[src/rtl/unpack_mod_ot_n_pkg.sv]
// Shared definitions for the oblivious-transfer unpack engine:
// FSM state encoding, default sizing and the request latency helper.
package unpack_pkg;

  // Default operand width and number of candidate messages
  localparam int DEF_WIDTH   = 32;
  localparam int DEF_NUM_MSG = 2;

  // Unpack FSM states
  typedef enum logic [2:0] {
    ST_IDLE  = 3'd0,
    ST_RED_K = 3'd1,
    ST_RED_M = 3'd2,
    ST_SUB   = 3'd3,
    ST_DONE  = 3'd4
  } state_t;

  // Cycle index of the done pulse, counted with the accepting edge as cycle 0
  function automatic int unsigned unpack_latency(input int unsigned width);
    return (32'd2 * width) + 32'd2;
  endfunction

endpackage

[src/rtl/unpack_mod_ot_n_if.sv]
// Request/response bundle of the unpack engine. The requester uses the
// master modport, the engine uses the slave modport.
interface unpack_mod_ot_n_if
  import unpack_pkg::*;
#(
  parameter int WIDTH   = DEF_WIDTH,
  parameter int NUM_MSG = DEF_NUM_MSG,
  parameter int SEL_W   = $clog2(NUM_MSG)
);
  logic                     start;
  logic [SEL_W-1:0]         sel;
  logic [NUM_MSG*WIDTH-1:0] messages;
  logic [WIDTH-1:0]         N;
  logic [WIDTH-1:0]         rand_val;
  logic                     busy;
  logic                     done;
  logic [WIDTH-1:0]         result;
  logic                     err;

  modport master (
    output start, sel, messages, N, rand_val,
    input  busy, done, result, err
  );

  modport slave (
    input  start, sel, messages, N, rand_val,
    output busy, done, result, err
  );
endinterface

[src/rtl/unpack_mod_ot_n_mod_reduce_serial.sv]
// Bit-serial modular reducer: r = x mod n, shift-subtract MSB first over a
// WIDTH+1-bit remainder. The go edge loads the operand and performs the
// first step; rdy pulses once the last of the WIDTH steps has been applied.
// With n == 0 every step subtracts zero, so r returns x unchanged.
module mod_reduce_serial #(
  parameter int WIDTH = 32
) (
  input  logic             clk,
  input  logic             rstn,
  input  logic             go,
  input  logic [WIDTH-1:0] x,
  input  logic [WIDTH-1:0] n,
  output logic [WIDTH-1:0] r,
  output logic             rdy
);
  localparam int CW = $clog2(WIDTH) + 1;

  logic [WIDTH:0]   r_q;
  logic [WIDTH-1:0] sh_q;
  logic [WIDTH-1:0] n_q;
  logic [CW-1:0]    cnt_q;
  logic             act_q;
  logic             rdy_q;

  // One shift-subtract step: bring in the next operand bit, subtract n if it fits
  function automatic logic [WIDTH:0] red_step(input logic [WIDTH:0] rem,
                                              input logic bit_in,
                                              input logic [WIDTH-1:0] modn);
    logic [WIDTH:0] t;
    logic [WIDTH:0] d;
    t = (rem << 1) | {{WIDTH{1'b0}}, bit_in};
    d = t - {1'b0, modn};
    if (t >= {1'b0, modn}) begin
      return d;
    end else begin
      return t;
    end
  endfunction

  // Load on go, then step once per cycle until WIDTH bits have been consumed
  always_ff @(posedge clk) begin
    if (!rstn) begin
      r_q   <= '0;
      sh_q  <= '0;
      n_q   <= '0;
      cnt_q <= '0;
      act_q <= 1'b0;
      rdy_q <= 1'b0;
    end else if (go) begin
      r_q   <= red_step({(WIDTH+1){1'b0}}, x[WIDTH-1], n);
      sh_q  <= {x[WIDTH-2:0], 1'b0};
      n_q   <= n;
      cnt_q <= CW'(1);
      act_q <= 1'b1;
      rdy_q <= 1'b0;
    end else if (act_q) begin
      r_q   <= red_step(r_q, sh_q[WIDTH-1], n_q);
      sh_q  <= {sh_q[WIDTH-2:0], 1'b0};
      cnt_q <= cnt_q + CW'(1);
      if (cnt_q == CW'(WIDTH - 1)) begin
        act_q <= 1'b0;
        rdy_q <= 1'b1;
      end else begin
        act_q <= 1'b1;
        rdy_q <= 1'b0;
      end
    end else begin
      rdy_q <= 1'b0;
    end
  end

  assign r   = r_q[WIDTH-1:0];
  assign rdy = rdy_q;

endmodule

[src/rtl/unpack_mod_ot_n.sv]
// Receiver-side unpack for 1-out-of-NUM_MSG oblivious transfer:
// result = (m'_sel - (rand_val mod N)) mod N, using one serial reducer twice.
// Optional input checking is enabled with the UNPACK_ERR_CHECK_EN macro.
module unpack_mod_ot_n
  import unpack_pkg::*;
#(
  parameter int WIDTH   = DEF_WIDTH,
  parameter int NUM_MSG = DEF_NUM_MSG,
  parameter int SEL_W   = $clog2(NUM_MSG)
) (
  input  logic              clk,
  input  logic              rstn,
  unpack_mod_ot_n_if.slave  bus
);

  state_t           state_q, state_d;
  logic [WIDTH-1:0] n_q, n_d;
  logic [WIDTH-1:0] msg_q, msg_d;
  logic [WIDTH-1:0] k_q, k_d;
  logic [WIDTH-1:0] result_q, result_d;
  logic             busy_q, busy_d;
  logic             done_q, done_d;
  logic             err_q, err_d;

  logic             red_go_s;
  logic [WIDTH-1:0] red_x_s;
  logic [WIDTH-1:0] red_n_s;
  logic [WIDTH-1:0] red_r_s;
  logic             red_rdy_s;

  logic [SEL_W:0]   sel_idx_s;
  logic [WIDTH-1:0] sel_msg_s;
  logic             in_err_s;
  logic [WIDTH:0]   diff_s;

  // Pick the requested message; an out-of-range selector wraps modulo NUM_MSG
  always_comb begin
    sel_idx_s = {1'b0, bus.sel};
    if (sel_idx_s >= (SEL_W+1)'(NUM_MSG)) begin
      sel_idx_s = sel_idx_s - (SEL_W+1)'(NUM_MSG);
    end else begin
      sel_idx_s = {1'b0, bus.sel};
    end
    sel_msg_s = bus.messages[int'(sel_idx_s) * WIDTH +: WIDTH];
  end

`ifdef UNPACK_ERR_CHECK_EN
  assign in_err_s = (bus.N == '0) || ({1'b0, bus.sel} >= (SEL_W+1)'(NUM_MSG));
`else
  assign in_err_s = 1'b0;
`endif

  // Final correction: m - k, adding N back when k exceeds m
  always_comb begin
    diff_s = {1'b0, red_r_s} - {1'b0, k_q};
    if (red_r_s < k_q) begin
      diff_s = diff_s + {1'b0, n_q};
    end else begin
      diff_s = diff_s + (WIDTH+1)'(0);
    end
  end

  mod_reduce_serial #(.WIDTH(WIDTH)) u_red (
    .clk  (clk),
    .rstn (rstn),
    .go   (red_go_s),
    .x    (red_x_s),
    .n    (red_n_s),
    .r    (red_r_s),
    .rdy  (red_rdy_s)
  );

  // Next-state and register updates for the unpack sequence
  always_comb begin
    state_d  = state_q;
    n_d      = n_q;
    msg_d    = msg_q;
    k_d      = k_q;
    result_d = result_q;
    busy_d   = busy_q;
    done_d   = 1'b0;
    err_d    = err_q;
    red_go_s = 1'b0;
    red_x_s  = msg_q;
    red_n_s  = n_q;
    case (state_q)
      ST_IDLE: begin
        if (bus.start) begin
          n_d      = bus.N;
          msg_d    = sel_msg_s;
          result_d = '0;
          err_d    = in_err_s;
          busy_d   = 1'b1;
          if (in_err_s) begin
            state_d = ST_DONE;
            done_d  = 1'b1;
          end else begin
            state_d  = ST_RED_K;
            red_go_s = 1'b1;
            red_x_s  = bus.rand_val;
            red_n_s  = bus.N;
          end
        end else begin
          state_d = ST_IDLE;
        end
      end
      ST_RED_K: begin
        if (red_rdy_s) begin
          k_d      = red_r_s;
          red_go_s = 1'b1;
          state_d  = ST_RED_M;
        end else begin
          state_d = ST_RED_K;
        end
      end
      ST_RED_M: begin
        if (red_rdy_s) begin
          state_d = ST_SUB;
        end else begin
          state_d = ST_RED_M;
        end
      end
      ST_SUB: begin
        result_d = diff_s[WIDTH-1:0];
        done_d   = 1'b1;
        state_d  = ST_DONE;
      end
      ST_DONE: begin
        busy_d  = 1'b0;
        state_d = ST_IDLE;
      end
      default: begin
        busy_d  = 1'b0;
        state_d = ST_IDLE;
      end
    endcase
  end

  // State and datapath registers with synchronous active-low reset
  always_ff @(posedge clk) begin
    if (!rstn) begin
      state_q  <= ST_IDLE;
      n_q      <= '0;
      msg_q    <= '0;
      k_q      <= '0;
      result_q <= '0;
      busy_q   <= 1'b0;
      done_q   <= 1'b0;
      err_q    <= 1'b0;
    end else begin
      state_q  <= state_d;
      n_q      <= n_d;
      msg_q    <= msg_d;
      k_q      <= k_d;
      result_q <= result_d;
      busy_q   <= busy_d;
      done_q   <= done_d;
      err_q    <= err_d;
    end
  end

  assign bus.busy   = busy_q;
  assign bus.done   = done_q;
  assign bus.result = result_q;
  assign bus.err    = err_q;

endmodule

[src/flat_wrapper.sv]
// flat-port wrapper written by rule: the top's interface ports become plain ports
module unpack_mod_ot_n_flat import unpack_pkg::*;
#(
  parameter int WIDTH   = DEF_WIDTH,
  parameter int NUM_MSG = DEF_NUM_MSG,
  parameter int SEL_W   = $clog2(NUM_MSG)
)
  (clk, rstn, bus_start, bus_sel, bus_messages, bus_N, bus_rand_val, bus_busy, bus_done, bus_result, bus_err);
  unpack_mod_ot_n_if #(.WIDTH(WIDTH), .NUM_MSG(NUM_MSG), .SEL_W(SEL_W)) bus_i ();
  input  logic clk;
  input  logic rstn;
  input wire logic [$bits(bus_i.start)-1:0] bus_start;
  input wire logic [$bits(bus_i.sel)-1:0] bus_sel;
  input wire logic [$bits(bus_i.messages)-1:0] bus_messages;
  input wire logic [$bits(bus_i.N)-1:0] bus_N;
  input wire logic [$bits(bus_i.rand_val)-1:0] bus_rand_val;
  output wire logic [$bits(bus_i.busy)-1:0] bus_busy;
  output wire logic [$bits(bus_i.done)-1:0] bus_done;
  output wire logic [$bits(bus_i.result)-1:0] bus_result;
  output wire logic [$bits(bus_i.err)-1:0] bus_err;
  assign bus_i.start = bus_start;
  assign bus_i.sel = bus_sel;
  assign bus_i.messages = bus_messages;
  assign bus_i.N = bus_N;
  assign bus_i.rand_val = bus_rand_val;
  assign bus_busy = bus_i.busy;
  assign bus_done = bus_i.done;
  assign bus_result = bus_i.result;
  assign bus_err = bus_i.err;
  unpack_mod_ot_n #(.WIDTH(WIDTH), .NUM_MSG(NUM_MSG), .SEL_W(SEL_W)) u_core (.clk(clk), .rstn(rstn), .bus(bus_i));
endmodule
[config.mk]
export PLATFORM = sky130hd
export DESIGN_NAME = unpack_mod_ot_n_flat
export DESIGN_NICKNAME = d
export VERILOG_FILES = /design/src/rtl/unpack_mod_ot_n_pkg.sv /design/src/rtl/unpack_mod_ot_n_if.sv /design/src/rtl/unpack_mod_ot_n_mod_reduce_serial.sv /design/src/rtl/unpack_mod_ot_n.sv /design/src/flat_wrapper.sv
export SDC_FILE = /design/constraint.sdc
export NUM_CORES = 1
export LEC_CHECK = 0
export CAP_MARGIN = 20
export CORE_UTILIZATION = 45
export CTS_BUF_LIST = sky130_fd_sc_hd__clkbuf_8
export DETAILED_ROUTE_END_ITERATION = 12
export GPL_ROUTABILITY_DRIVEN = 0
export HOLD_SLACK_MARGIN = 0.03
export PLACE_DENSITY = 0.66
export SYNTH_ARGS = -nofsm -noshare
export SYNTH_HDL_FRONTEND = slang
export SYNTH_HIERARCHICAL = 1
export SYNTH_SLANG_ARGS = --single-unit
[constraint.sdc]
create_clock -name clk -period 9.8 [get_ports clk]
set_input_delay 1.96 -clock clk [delete_from_list [all_inputs] [get_ports clk]]
set_output_delay 1.96 -clock clk [all_outputs]
set_load 0.02 [all_outputs]
==> summary.md <==
| Metric | Value |
|---|---|
| Status | `finished, final reports clean` |
| CTS max path bufs | `3` |
| Cell Pwr Density | `258 nW/um^2` |
| Area Growth Syn to Fin | `17.2%` |
| Initial antenna violation count | `1` |
| # rows | `67` |
| Syn_area_per_cell | `7.64 sq um` |
| Min Tclk post-route | `between 5000 and 6000 ps` |
| Routed vias/inst | `5.51` |
| Tot Pwr | `4740 uW` |
| Worst setup SP type | `input pin` |
| Synth unique cells | `75` |
| Syn_nets | `2285` |
| NumNets Final | `~2400` |
| Hold Buf Count CTS | `0` |
| Async set-reset flop share out of synthesis | `0%` |
| DRT Pass-1 Iters | `5` |
| First-pass GRT wire length | `70500 um` |
| Final setup violation count | `0` |
| Largest net degree at the start of global routing | `slightly below 100` |
| # port buffers | `165` |
| Maximum vdd drop | `about 130 uV` |
| Crit Path Category | `in -> reg` |
| Pleak | `0.00767 uW` |
| Die width | `between 150 and 200 um` |
| Post-cts sizing count | `0` |
| Cts bufs inserted | `40` |
| Max Slew Vio Count | `0` |
| DR iter-0 viols | `1240` |
| Top_reg_cell synth | `dfxtp_1` |
| Post-route ant nets | `0` |
| RSZ-0062 raised after global routing | `no` |
| Critical Path RT | `a little over 10000 ps` |
| Relative slew slack | `25.1%` |
| CP Capture Type | `flop` |
| Residual DRC count | `0` |
| Max H-tree Level | `2` |
| Hold crit path type | `reg -> reg` |
| #FFs+latches synth | `between 200 and 250` |
| Slew at the pin with the worst max-slew slack | `1120 ps` |
| Syn Inst Count | `2050` |
| GRT Total Usage | `24.3%` |
| Share of layout cells above drive strength 1 | `6.26%` |
| Core Box Area | `33900 sq um` |
| Mapped Area | `15700 sq um` |
| CP Data Arrival Time | `6120 ps` |
| Die area | `35500 sq um` |
| Synth warn | `6` |
| Clock sink total | `approximately 240` |
| Root Buffer | `clkbuf_8` |
| # IOs | `between 150 and 200` |
| Tcrit/Tclk final | `57.9%` |
| Setup Buffers After CTS | `0` |
| Vias in the first global route | `13589` |
| Sequential area share after synthesis | `30.2%` |
| Fill cells | `3312` |
| Crit-path max FO | `79` |
| Setup_tns | `0 ps` |
| Worst setup slack after layout | `4130 ps` |
| Initial core utilization | `46.2%` |
| Placed Cells | `about 2600` |
| Max-Cap Viols | `0` |
| Clk_lat worst skew | `~550 ps` |
| Wire per inst | `16.7 um` |
| Via count | `14543` |
| Final Skew | `24.6 ps` |
| WL final | `44000 um` |
| Grt ovf | `0` |
| TritonCTS clock tree | `done` |
| Die Height | `189 um` |
| EDFF count, synth | `0` |
| Final Hold Fails | `0` |
| Fmax | `176 MHz` |
| Reg clk slew, reported paths | `around 60 ps` |
| Non-Filler Instances | `2639` |
| Hpwl dp | `33700 um` |
| Dpl ws | `3710 ps` |
==> worst paths after layout <==
check	start	to	slack (ps)	cells after the start
max reg2reg	u_core/u_red/r_q[13]	u_core/bus.result[31]	4540	18
max	bus_start	u_core/u_red/r_q[26]	4130	13
min	u_core/bus.result[25]	u_core/bus.result[25]	450	2
min reg2reg	u_core/bus.result[25]	u_core/bus.result[25]	450	2
==> where the power goes <==
| part | total, uW | internal (uW) | switching, uW | leakage, uW |
|---|---|---|---|---|
| Combinational | 2730 | 1100 | 1630 | 0.00526 |
| Clock | 907 | 511 | 396 | 0.000487 |
| Sequential | 1110 | 1020 | 82.3 | 0.00192 |
| Total | 4740 | 2630 | 2100 | 0.00767 |
==> logic make-up (layout without fill, tap and decap cells) <==
logic type	after synthesis	count (layout)	share of synthesized area, %
AOI/OAI and AO/OA	549	549	21.8
xor gates and xnor gates	84	84	4.70
adders and majority gates	103	103	8.38
buffers and inverters	212	352	5.52
DFF	236	236	30.2
muxes	122	122	8.06
other	1	2	0.0240
and+or+nand+nor	743	743	21.4
==> per-stage QoR <==
step	utilization, %	cell area (sq um)	hold slack (ps)
after detailed placement	51.7	17500	445
after global routing	54.2	18300	465
final	54.2	18300	451
after floorplan	-	15700	431
after global placement	51.7	17500	435
after CTS	54.2	18300	454
==> cell usage after synthesis (22+ instances only) <==
cell,instances,area share [%]
mux2_2,33,2.4
a21o_1,39,1.9
a21oi_1,204,6.5
nor3_1,40,1.3
o21ai_1,22,0.70
nor2_1,89,2.1
a211oi_1,27,1.3
and2_1,39,1.6
xor2_1,33,1.8
nor2b_1,48,1.9
inv_1,99,2.4
ha_1,100,8.0
nand3_1,28,0.90
mux2i_1,89,5.7
xnor2_1,51,2.9
dfxtp_1,236,30
clkbuf_1,82,2.0
o21ai_0,111,3.5
a31oi_1,24,0.96
nand2_1,416,10
==> state kept, by name (all words and copies together), names as in the netlist, 6 cells and up <==
name and flops:
u_core/bus.result 32, u_core/k_q 32, u_core/msg_q 32, u_core/n_q 32, u_core/u_red/n_q 32, u_core/u_red/r_q 32
u_core/u_red/sh_q 31, u_core/u_red/cnt_q 6
==> routing by layer <==
layer  part of all wire, %  GRT usage, %  vias to the layer above
met4                   2.0          6.42                        0
met5                     0             0                        -
met2                    43          37.8                      390
li1                      -             -                     7359
met3                   5.7          2.61                       61
met1                    49          35.5                     6733
==> cells in the final DEF (no fill, tap or decap), types with 5 or more instances in the layout <==
cell	netlist	final
nand2_1	416	415
dfxtp_1	236	235
a21oi_1	204	204
clkdlybuf4s50_1	0	164
inv_1	99	115
o21ai_0	111	111
ha_1	100	100
mux2i_1	89	89
nor2_1	89	88
xnor2_1	51	51
clkbuf_8	0	50
nor2b_1	48	48
and2_1	39	39
a21o_1	39	39
nor3_1	40	38
xor2_1	33	33
mux2_2	33	33
nand3_1	28	28
a211oi_1	27	27
a31oi_1	24	24
o21ai_1	22	22
o21a_1	19	19
nand4_1	17	17
buf_4	1	16
o211ai_1	14	14
o211a_1	14	14
and3_1	12	12
o21bai_1	12	12
nand2b_1	11	11
nor4_1	9	9
nand3b_1	7	7
or3_1	7	7
or2_2	7	7
o31ai_1	5	5
a21boi_0	5	5
==> area by class of cell <==
class | count | area, sq um | share of cell area [%]
inverters | 100 | 377 | 2.05
well taps | 448 | 561 | 3.06
repair buffers | 181 | 1770 | 9.63
diodes | 1 | 2.50 | 0.0136
clock inverters | 21 | 138 | 0.750
clock buffers | 50 | 688 | 3.75
flip-flops and latches | 236 | 4730 | 25.8
multi-input cells | 1602 | 10100 | 55.0
==> critical path, cell delays in order <==
cell	delay (ps)
clkdlybuf4s50_1	510
nand2_1	110
or2_2	280
buf_4	390
nand2_1	210
nand2_1	100
nor4_1	480
nand3b_1	160
nor4_1	850
nand2_1	210
o21ai_0	440
nor2_1	180
nor3b_1	210
Power figures use the tool's default switching activity.
